### src/rtl/serial_adder_pkg.sv
// Shared definitions for the bit-serial adder: FSM state encoding and counter sizing.
package serial_adder_pkg;

    typedef enum logic [1:0] {
        IDLE  = 2'd0,
        SHIFT = 2'd1,
        DONE  = 2'd2
    } state_t;

    // Bit counter width needed to count WIDTH shift cycles.
    function automatic int cnt_width(input int width);
        return $clog2(width + 1);
    endfunction

endpackage

### src/rtl/full_adder_cell.sv
// One-bit full adder composed of two half adders; the two partial carries are ORed.
module full_adder_cell (
    input  logic a,
    input  logic b,
    input  logic cin,
    output logic s,
    output logic cout
);

    logic s0;
    logic c0;
    logic c1;

    half_adder_cell u_ha0 (
        .a (a),
        .b (b),
        .s (s0),
        .c (c0)
    );

    half_adder_cell u_ha1 (
        .a (s0),
        .b (cin),
        .s (s),
        .c (c1)
    );

    assign cout = c0 | c1;

endmodule

### src/rtl/half_adder_cell.sv
// One-bit half adder: the primitive the full-adder cell is built from.
module half_adder_cell (
    input  logic a,
    input  logic b,
    output logic s,
    output logic c
);

    assign s = a ^ b;
    assign c = a & b;

endmodule

### src/rtl/serial_adder.sv
// Bit-serial LSB-first adder: one full-adder cell, a carry flop and a bit counter
// produce one sum bit per clock; operands and results move over valid/ready handshakes.
module serial_adder
    import serial_adder_pkg::*;
#(
    parameter int WIDTH = 8
) (
    input  logic             clk,
    input  logic             rst,
    input  logic             in_valid,
    output logic             in_ready,
    input  logic [WIDTH-1:0] in_a,
    input  logic [WIDTH-1:0] in_b,
    input  logic             in_cin,
    output logic             out_valid,
    input  logic             out_ready,
    output logic [WIDTH-1:0] out_sum,
    output logic             out_cout,
    output logic             busy
);

    localparam int              CNT_W = cnt_width(WIDTH);
    localparam logic [CNT_W-1:0] LAST = CNT_W'(WIDTH - 1);

    state_t           state;
    state_t           state_next;
    logic [WIDTH-1:0] a_sh;
    logic [WIDTH-1:0] b_sh;
    logic [WIDTH-1:0] sum_sh;
    logic [WIDTH-1:0] sum_shifted;
    logic [WIDTH-1:0] sum_q;
    logic             cout_q;
    logic             carry;
    logic [CNT_W-1:0] cnt;
    logic             fa_s;
    logic             fa_cout;
    logic             last_bit;

    full_adder_cell u_fa (
        .a    (a_sh[0]),
        .b    (b_sh[0]),
        .cin  (carry),
        .s    (fa_s),
        .cout (fa_cout)
    );

    // New sum bit enters at the MSB so that after WIDTH shifts bit 0 holds the LSB.
    generate
        if (WIDTH == 1) begin : g_sum_narrow
            assign sum_shifted = fa_s;
        end else begin : g_sum_wide
            assign sum_shifted = {fa_s, sum_sh[WIDTH-1:1]};
        end
    endgenerate

    assign last_bit  = (cnt == LAST);

    // Handshake flags decode straight from the state register, never from out_ready.
    assign in_ready  = (state == IDLE);
    assign out_valid = (state == DONE);
    assign busy      = (state != IDLE);
    assign out_sum   = sum_q;
    assign out_cout  = cout_q;

    // State register.
    always_ff @(posedge clk) begin
        if (rst) begin
            state <= IDLE;
        end else begin
            state <= state_next;
        end
    end

    // Next-state logic: accept, shift WIDTH bits, then hold the result until taken.
    always_comb begin
        state_next = state;
        case (state)
            IDLE:    if (in_valid) state_next = SHIFT;
            SHIFT:   if (last_bit) state_next = DONE;
            DONE:    if (out_ready) state_next = IDLE;
            default: state_next = IDLE;
        endcase
    end

    // Datapath: capture operands, shift one bit per cycle, latch the result on the final bit.
    always_ff @(posedge clk) begin
        if (rst) begin
            a_sh   <= '0;
            b_sh   <= '0;
            sum_sh <= '0;
            sum_q  <= '0;
            cout_q <= 1'b0;
            carry  <= 1'b0;
            cnt    <= '0;
        end else begin
            case (state)
                IDLE: begin
                    if (in_valid) begin
                        a_sh  <= in_a;
                        b_sh  <= in_b;
                        carry <= in_cin;
                        cnt   <= '0;
                    end
                end
                SHIFT: begin
                    a_sh   <= a_sh >> 1;
                    b_sh   <= b_sh >> 1;
                    carry  <= fa_cout;
                    sum_sh <= sum_shifted;
                    cnt    <= cnt + CNT_W'(1);
                    if (last_bit) begin
                        sum_q  <= sum_shifted;
                        cout_q <= fa_cout;
                    end
                end
                default: begin
                end
            endcase
        end
    end

endmodule

### config.mk
export PLATFORM = sky130hd
export DESIGN_NAME = serial_adder
export DESIGN_NICKNAME = d
export VERILOG_FILES = /design/src/rtl/serial_adder_pkg.sv /design/src/rtl/full_adder_cell.sv /design/src/rtl/half_adder_cell.sv /design/src/rtl/serial_adder.sv
export SDC_FILE = /design/constraint.sdc
export NUM_CORES = 1
export LEC_CHECK = 0
export CORE_MARGIN = 2
export CORE_UTILIZATION = 25
export DETAILED_ROUTE_END_ITERATION = 8
export GPL_TIMING_DRIVEN = 0
export PLACE_DENSITY = 0.55
export SYNTH_ARGS = -nofsm -noshare
export SYNTH_HDL_FRONTEND = slang
export SYNTH_SLANG_ARGS = --single-unit
### constraint.sdc
create_clock -name clk -period 1.34 [get_ports clk]
set_input_delay 0.134 -clock clk [delete_from_list [all_inputs] [get_ports clk]]
set_output_delay 0.134 -clock clk [all_outputs]
set_load 0.02 [all_outputs]
==> results of run 1 <==
==> power breakdown <==
group,leakage (µW),switching [µW],internal (µW)
Combinational,0.000489,175,186
Sequential,0.000320,33.0,1210
Clock,0.0000502,419,545
==> flip-flops by register name (all words and copies together), names as in the netlist <==
name      count
sum_sh        7
a_sh          8
carry         1
b_sh          8
out_sum       8
out_cout      1
cnt           4
state         2
==> worst register-to-register path: cells and delay by family (launching register included) <==
kind,cells,cell delay [ns]
DFF,1,0.38
buffers and inverters,2,0.31
AOI/OAI and AO/OA,2,0.30
and+or+nand+nor,1,0.14
==> area by class of cell <==
| type | count | area, µm² |
|---|---|---|
| Buffer | 18 | 135.1 |
| Clock buffer | 5 | 68.82 |
| Clock inverter | 2 | 37.54 |
| Fill cell | 665 | 4104 |
| Inverter | 4 | 18.77 |
| Multi-Input combinational cell | 132 | 827.0 |
| Sequential cell | 39 | 787.0 |
| Tap cell | 77 | 96.34 |
| Timing Repair Buffer | 37 | 347.8 |
==> worst max-delay path by stage <==
stage | slack [ns] | startpoint | depth (start not counted) | end
after global placement | -0.32 | state[0] | 4 | in_ready
after floorplan | 0.01 | state[0] | 4 | busy
final | 0.04 | state[0] | 5 | busy
after CTS | 0.004 | state[1] | 2 | out_valid
after detailed placement | -0.32 | state[0] | 4 | in_ready
after global routing | -0.003 | state[1] | 5 | out_sum[6]
==> per-layer routing <==
metal / share of wire [%] / vias to the layer above / global-route usage (%)
li1: - / 781 / -
met1: 51 / 691 / 14.93
met2: 43 / 41 / 18.18
met3: 5.7 / 6 / 3.176
met4: 1.1 / 0 / 3.030
met5: 0 / - / 0
==> timing repair <==
action                                  4_1_cts  5_1_grt
buffers inserted                              0        5
pin swaps                                     0        1
resized for setup                            30       22
gates cloned                                  0        1
endpoints found under the setup margin       22       18
==> layout by cell type, fill, tap and decap left out, types with 2 or more instances in the layout <==
| cell type | instances |
|---|---|
| sky130_fd_sc_hd__clkbuf_8 | 5 |
| sky130_fd_sc_hd__buf_2 | 4 |
| sky130_fd_sc_hd__a32oi_1 | 2 |
| sky130_fd_sc_hd__inv_1 | 2 |
| sky130_fd_sc_hd__dfxtp_2 | 2 |
| sky130_fd_sc_hd__a21oi_1 | 16 |
| sky130_fd_sc_hd__a211oi_2 | 2 |
| sky130_fd_sc_hd__o22ai_1 | 8 |
| sky130_fd_sc_hd__nor2_1 | 27 |
| sky130_fd_sc_hd__nand3_1 | 11 |
| sky130_fd_sc_hd__nand2_1 | 18 |
| sky130_fd_sc_hd__a211oi_1 | 15 |
| sky130_fd_sc_hd__buf_4 | 8 |
| sky130_fd_sc_hd__dfxtp_1 | 36 |
| sky130_fd_sc_hd__clkinvlp_4 | 2 |
| sky130_fd_sc_hd__a22oi_1 | 2 |
| sky130_fd_sc_hd__clkdlybuf4s50_1 | 19 |
| sky130_fd_sc_hd__buf_6 | 6 |
| sky130_fd_sc_hd__o2bb2ai_1 | 7 |
| sky130_fd_sc_hd__clkbuf_1 | 5 |
| sky130_fd_sc_hd__o31ai_2 | 2 |
| sky130_fd_sc_hd__o31ai_1 | 6 |
| sky130_fd_sc_hd__dlygate4sd2_1 | 9 |
==> through the flow <==
step	util, %	cell area, µm²
2_1_floorplan	-	1680
3_3_place_gp	32.50	2087
3_5_place_dp	32.50	2087
4_1_cts	34.31	2203
5_1_grt	36.10	2318
6_report	36.10	2318
==> cells by family after synthesis <==
logic type	Yosys count
AND/OR/NAND/NOR	64
flip-flops	39
AO/OA/AOI/OAI	66
buffers and inverters	22
adder cells (fa/ha/maj)	2
==> results by group, run 1 <==
Min path
  – Start point of the worst hold path: rst
  – Worst hold path depth: 2
  – Worst min-delay path endpoint: cnt[2]
  – Worst Hold Class: primary input to flip-flop

Synth
  – Complex-gate fraction of the synthesized area: 27.55%
  – Cell area after synthesis: 1680 µm²
  – Top cell type by total area after synthesis: sky130_fd_sc_hd__dfxtp_1
  – Dominant cell by count in the synthesized netlist: sky130_fd_sc_hd__dfxtp_1
  – Post-synthesis instance total: 193
  – Synth Area in Adders: 1.936%
  – Netlist cell types: 29
  – Synth Register Bits: 39
  – Mean instance size in the synthesized netlist: 8.707 µm²
  – Yosys synthesis warning count: 0
  – Number of enable-type register cells in the synthesized netlist: 0
  – Xor/xnor share of the synthesized area: 0%
  – Number of nets produced by synthesis: 216
  – Share of synthesized area spent on multiplexers: 0%
  – Simple-gate share of the synthesized area: 16.68%
  – Share of flip-flops with an asynchronous set or reset after synthesis: 0%
  – Dominant combinational cell family by area after synthesis: compound AO/OA/AOI/OAI gates
  – Area fraction of the dominant cell type after synthesis: 46.46%
  – Commonest cells in the synthesized netlist: 39 x sky130_fd_sc_hd__dfxtp_1, 28 x sky130_fd_sc_hd__nor2_1, 19 x sky130_fd_sc_hd__nand2_1
  – Portion of the post-synthesis area used by sequential elements: 46.46%
  – Prevailing post-synth register cell: sky130_fd_sc_hd__dfxtp_1
  – Main area contributors after synthesis: sky130_fd_sc_hd__dfxtp_1 46%, sky130_fd_sc_hd__a211oi_1 7.1%, sky130_fd_sc_hd__nor2_1 6.3%

Placed design
  – Worst slack at placement: -0.3225 ns
  – PortBufs: 31
  – Number of cells after detailed placement: 301
  – Weighted congestion reported at the end of routability-driven placement: 0.7690
  – DP Wirelength: 2.867 mm

Clocking
  – CTS tree: yes
  – Max Root-Sink Buffers: 2
  – Sinks on Clock Net: 39
  – Root buffer cell: sky130_fd_sc_hd__clkbuf_8
  – Worst-path clk slew: 0.07 ns
  – Maximum level of the CTS H-tree: 2
  – Inserted Clock Buffers: 5
  – Worst-Skew Late Latency: 0.29 ns
  – Post-CTS Hold Buffers: 0

Routing
  – Via count normalized by instance count: 4.838
  – Post-route antenna net violation count: 0
  – DRC violations left: 0
  – Routed len/inst: 13.14 µm
  – First-pass detailed-route iteration total: 4
  – Count of routing violations after the opening detailed-route iteration: 64
  – DR vias: 1519
  – Detailed Route WL: 4.127 mm

Timing
  – Relative slew slack: 59.89%
  – Total count of hold-check failures in the final report: 0
  – Count of endpoints failing setup in the final report: 0
  – Final setup margin: 0.04001 ns
  – Final Cycle Share: 97.01%
  – Least-Margin Pin Slew: 0.6017 ns
  – Post-route minimum period: 1.300 ns
  – Fin Hold WS: 0.2654 ns
  – Worst clock skew: 0.01242 ns
  – Highest attainable clock frequency: 769.2 MHz
  – Final sum of negative setup slack: 0 ns
  – Final count of pins violating max slew: 0

GRT
  – Wire length of the first global-routing pass: 6.699 mm
  – Initial antenna violation count: 0
  – Largest net degree at the start of global routing: 13
  – Gr usage total: 11.32%
  – Total overflow reported by the global router: 0
  – Via count of the first global-routing pass: 1434

Worst setup path
  – Worst reg2reg endpoint: out_sum[7]
  – Crit path cell chain: buf_6, buf_8, nor2_4, inv_2, buf_6
  – Type of destination of the critical path: primary output
  – Most frequent CP cell: sky130_fd_sc_hd__buf_6
  – Worst path slowest cell: sky130_fd_sc_hd__dfxtp_2
  – Worst path required time: 1.21 ns
  – Setup crit start kind: flip-flop
  – Highest net fanout along the worst path: 5
  – Worst endpoint data arrival time: 1.17 ns
  – Delay of the slowest cell on the worst path: 0.33 ns
  – Beginning of the worst register-to-register path: state[1]
  – Critical path's top delay family: buffers and inverters
  – Reg2Reg Setup Slack: 0.06 ns
  – Reg2Reg Depth: 5
  – Type of the setup path with the least slack: flip-flop to primary output
  – Buffering stage count on the worst path with inverters included: 4

Floorplanning
  – Num rows: 29
  – Die Span X: 85.99 µm
  – Initial cell density of the core: 26.16%
  – Die Span Y: 85.99 µm
  – CORE AREA: 6422 µm²
  – Die Area: 7393 µm²
  – Count of pins on the block boundary: 33

Pwr
  – Leakage: 0.0008597 µW
  – Final Total Pwr: 2571 µW
  – Largest voltage drop on the vdd net: 0.5268 mV
  – Power per cell area: 1109 nW/µm²

Finish
  – Share of post-route cells with drive strength above 1: 19.41%
  – Diode count: 0
  – Post-layout net count: 260
  – Synthesis-to-layout area growth: 37.97%
  – Non-filler cells in the finished layout: 314

Status
  – Result of the run: finished clean

Job
  – Max cap viols: 0
Power figures use the tool's default switching activity.
==> inputs of run 2 (changes only) <==
Settings changed: TNS_END_PERCENT from default to 50.
==> results by group, run 2 (synthesis results as in run 1) <==
Worst setup path
  – Type of the setup path with the least slack: flip-flop to primary output
  – Type of destination of the critical path: primary output
  – Highest net fanout along the worst path: 10
  – Worst path required time: 1.21 ns
  – Worst endpoint data arrival time: 1.18 ns
  – Setup crit start kind: flip-flop

GRT
  – Via count of the first global-routing pass: 1434
  – Largest net degree at the start of global routing: 13
  – Total overflow reported by the global router: 0
  – Wire length of the first global-routing pass: 6.699 mm
  – Initial antenna violation count: 0
  – Gr usage total: 11.32%

Floorplanning
  – Num rows: 29
  – Die Span X: 85.99 µm
  – Die Span Y: 85.99 µm
  – CORE AREA: 6422 µm²
  – Count of pins on the block boundary: 33
  – Die Area: 7393 µm²
  – Initial cell density of the core: 26.16%

Timing
  – Least-Margin Pin Slew: 0.6036 ns
  – RSZ-0062 raised after global routing: true
  – Final count of pins violating max slew: 0
  – Count of endpoints failing setup in the final report: 0
  – Relative slew slack: 59.76%
  – Highest attainable clock frequency: 760.4 MHz
  – Worst clock skew: 0.01361 ns
  – Post-route minimum period: 1.315 ns
  – Total count of hold-check failures in the final report: 0
  – Final Cycle Share: 98.14%

Clocking
  – Root buffer cell: sky130_fd_sc_hd__clkbuf_8
  – Max Root-Sink Buffers: 2
  – Post-CTS Hold Buffers: 0
  – Maximum level of the CTS H-tree: 2
  – Sinks on Clock Net: 39
  – Worst-path clk slew: 0.07 ns
  – Inserted Clock Buffers: 5
  – CTS tree: yes
  – Worst-Skew Late Latency: 0.29 ns

Placed design
  – PortBufs: 31
  – DP Wirelength: 2.867 mm
  – Weighted congestion reported at the end of routability-driven placement: 0.7690

Finish
  – Post-layout net count: 258
  – Filler cell count in the final layout: 671
  – Diode count: 0
  – Final Util: 35.57%
  – Commonest cells after routing, fill and taps aside: 36 x sky130_fd_sc_hd__dfxtp_1, 27 x sky130_fd_sc_hd__nor2_1, 19 x sky130_fd_sc_hd__clkdlybuf4s50_1
  – Share of post-route cells with drive strength above 1: 17.02%
  – Commonest non-fill, non-tap cell in the layout: sky130_fd_sc_hd__dfxtp_1
  – Synthesis-to-layout area growth: 35.96%
  – Sequential standard cell area: 787.0 µm²
  – Area of combinational cells with multiple inputs: 818.3 µm²

Routing
  – DR vias: 1518
  – Routed len/inst: 13.23 µm
  – Uppermost metal layer occupied by signal nets: met4
  – Routed met2 length: 1.779 mm
  – DRC violations left: 0
  – Via count normalized by instance count: 4.865
  – Count of routing violations after the opening detailed-route iteration: 72
  – Wire length the detailed router placed on met1: 2.072 mm
  – Detailed Route WL: 4.128 mm
  – First-pass detailed-route iteration total: 4
  – Post-route antenna net violation count: 0
  – Detailed-routed wire length on met3: 231 µm

Pwr
  – Leakage: 0.0008407 µW
  – Final Total Pwr: 2557 µW
  – Power per cell area: 1119 nW/µm²
  – Largest voltage drop on the vdd net: 0.5249 mV

Job
  – Max cap viols: 0

Status
  – Result of the run: finished clean

Min path
  – Worst Hold Class: primary input to flip-flop
## run 2: cell types whose count changed in the layout (fill, tap and decap cells not counted), sizes merged
cell	before	now
buf	20	18
## run 2: worst max-delay path, cell delays in order, from the launching register on
cell and delay [ns]:
sky130_fd_sc_hd__dfxtp_2 0.33, sky130_fd_sc_hd__buf_6 0.13, sky130_fd_sc_hd__buf_8 0.14, sky130_fd_sc_hd__nor2_4 0.11
sky130_fd_sc_hd__inv_1 0.04, sky130_fd_sc_hd__buf_2 0.15
## run 2: layout make-up
class | instances | area share, %
Timing Repair Buffer | 35 | 14.18
Clock buffer | 5 | 3.012
Buffer | 18 | 5.860
Multi-Input combinational cell | 132 | 35.82
Tap cell | 77 | 4.217
Inverter | 4 | 0.8215
Clock inverter | 2 | 1.643
Sequential cell | 39 | 34.45
## run 2: path summary, 6_finish.rpt
kind	from	endpoint	slack [ns]	cells past startpoint
worst max-delay path	state[0]	busy	0.02	5
worst min-delay path	rst	cnt[2]	0.28	2
worst max register to register	state[1]	out_cout	0.04	5
worst min register to register	cnt[0]	cnt[0]	0.47	1
## run 2: routing by layer
| layer | global-route usage, % | vias to the layer above |
|---|---|---|
| met4 | 3.030 | 0 |
| met1 | 14.93 | 693 |
| met5 | 0 | - |
| li1 | - | 778 |
| met2 | 18.18 | 43 |
| met3 | 3.176 | 4 |
## run 2: where the power goes
part           internal [µW]  switching (µW)
logic                    176             173
clock network            545             418
registers               1210            33.1
## run 2: metrics by stage
stage | setup slack [ns] | TNS (ns) | instance area, µm² | hold slack (ns) | instances
6_report | 0.02492 | 0 | 2285 | 0.2754 | 312
5_1_grt | -0.01809 | -0.04077 | 2285 | 0.3023 | 312
4_1_cts | 0.004272 | 0 | 2203 | 0.2808 | 308
3_5_place_dp | -0.3225 | -2.328 | 2087 | 0.4578 | 301
3_3_place_gp | -0.3200 | -2.212 | 2087 | 0.4496 | 301
2_1_floorplan | 0.01376 | 0 | 1680 | 0.3062 | 193
## run 2: repair_timing
action | in CTS | in global routing
endpoints found under the hold margin | 0 | 0
endpoints found under the setup margin | 22 | 18
pin swaps | 0 | 0
buffers inserted | 0 | 3
gates cloned | 0 | 1
resized for setup | 30 | 14
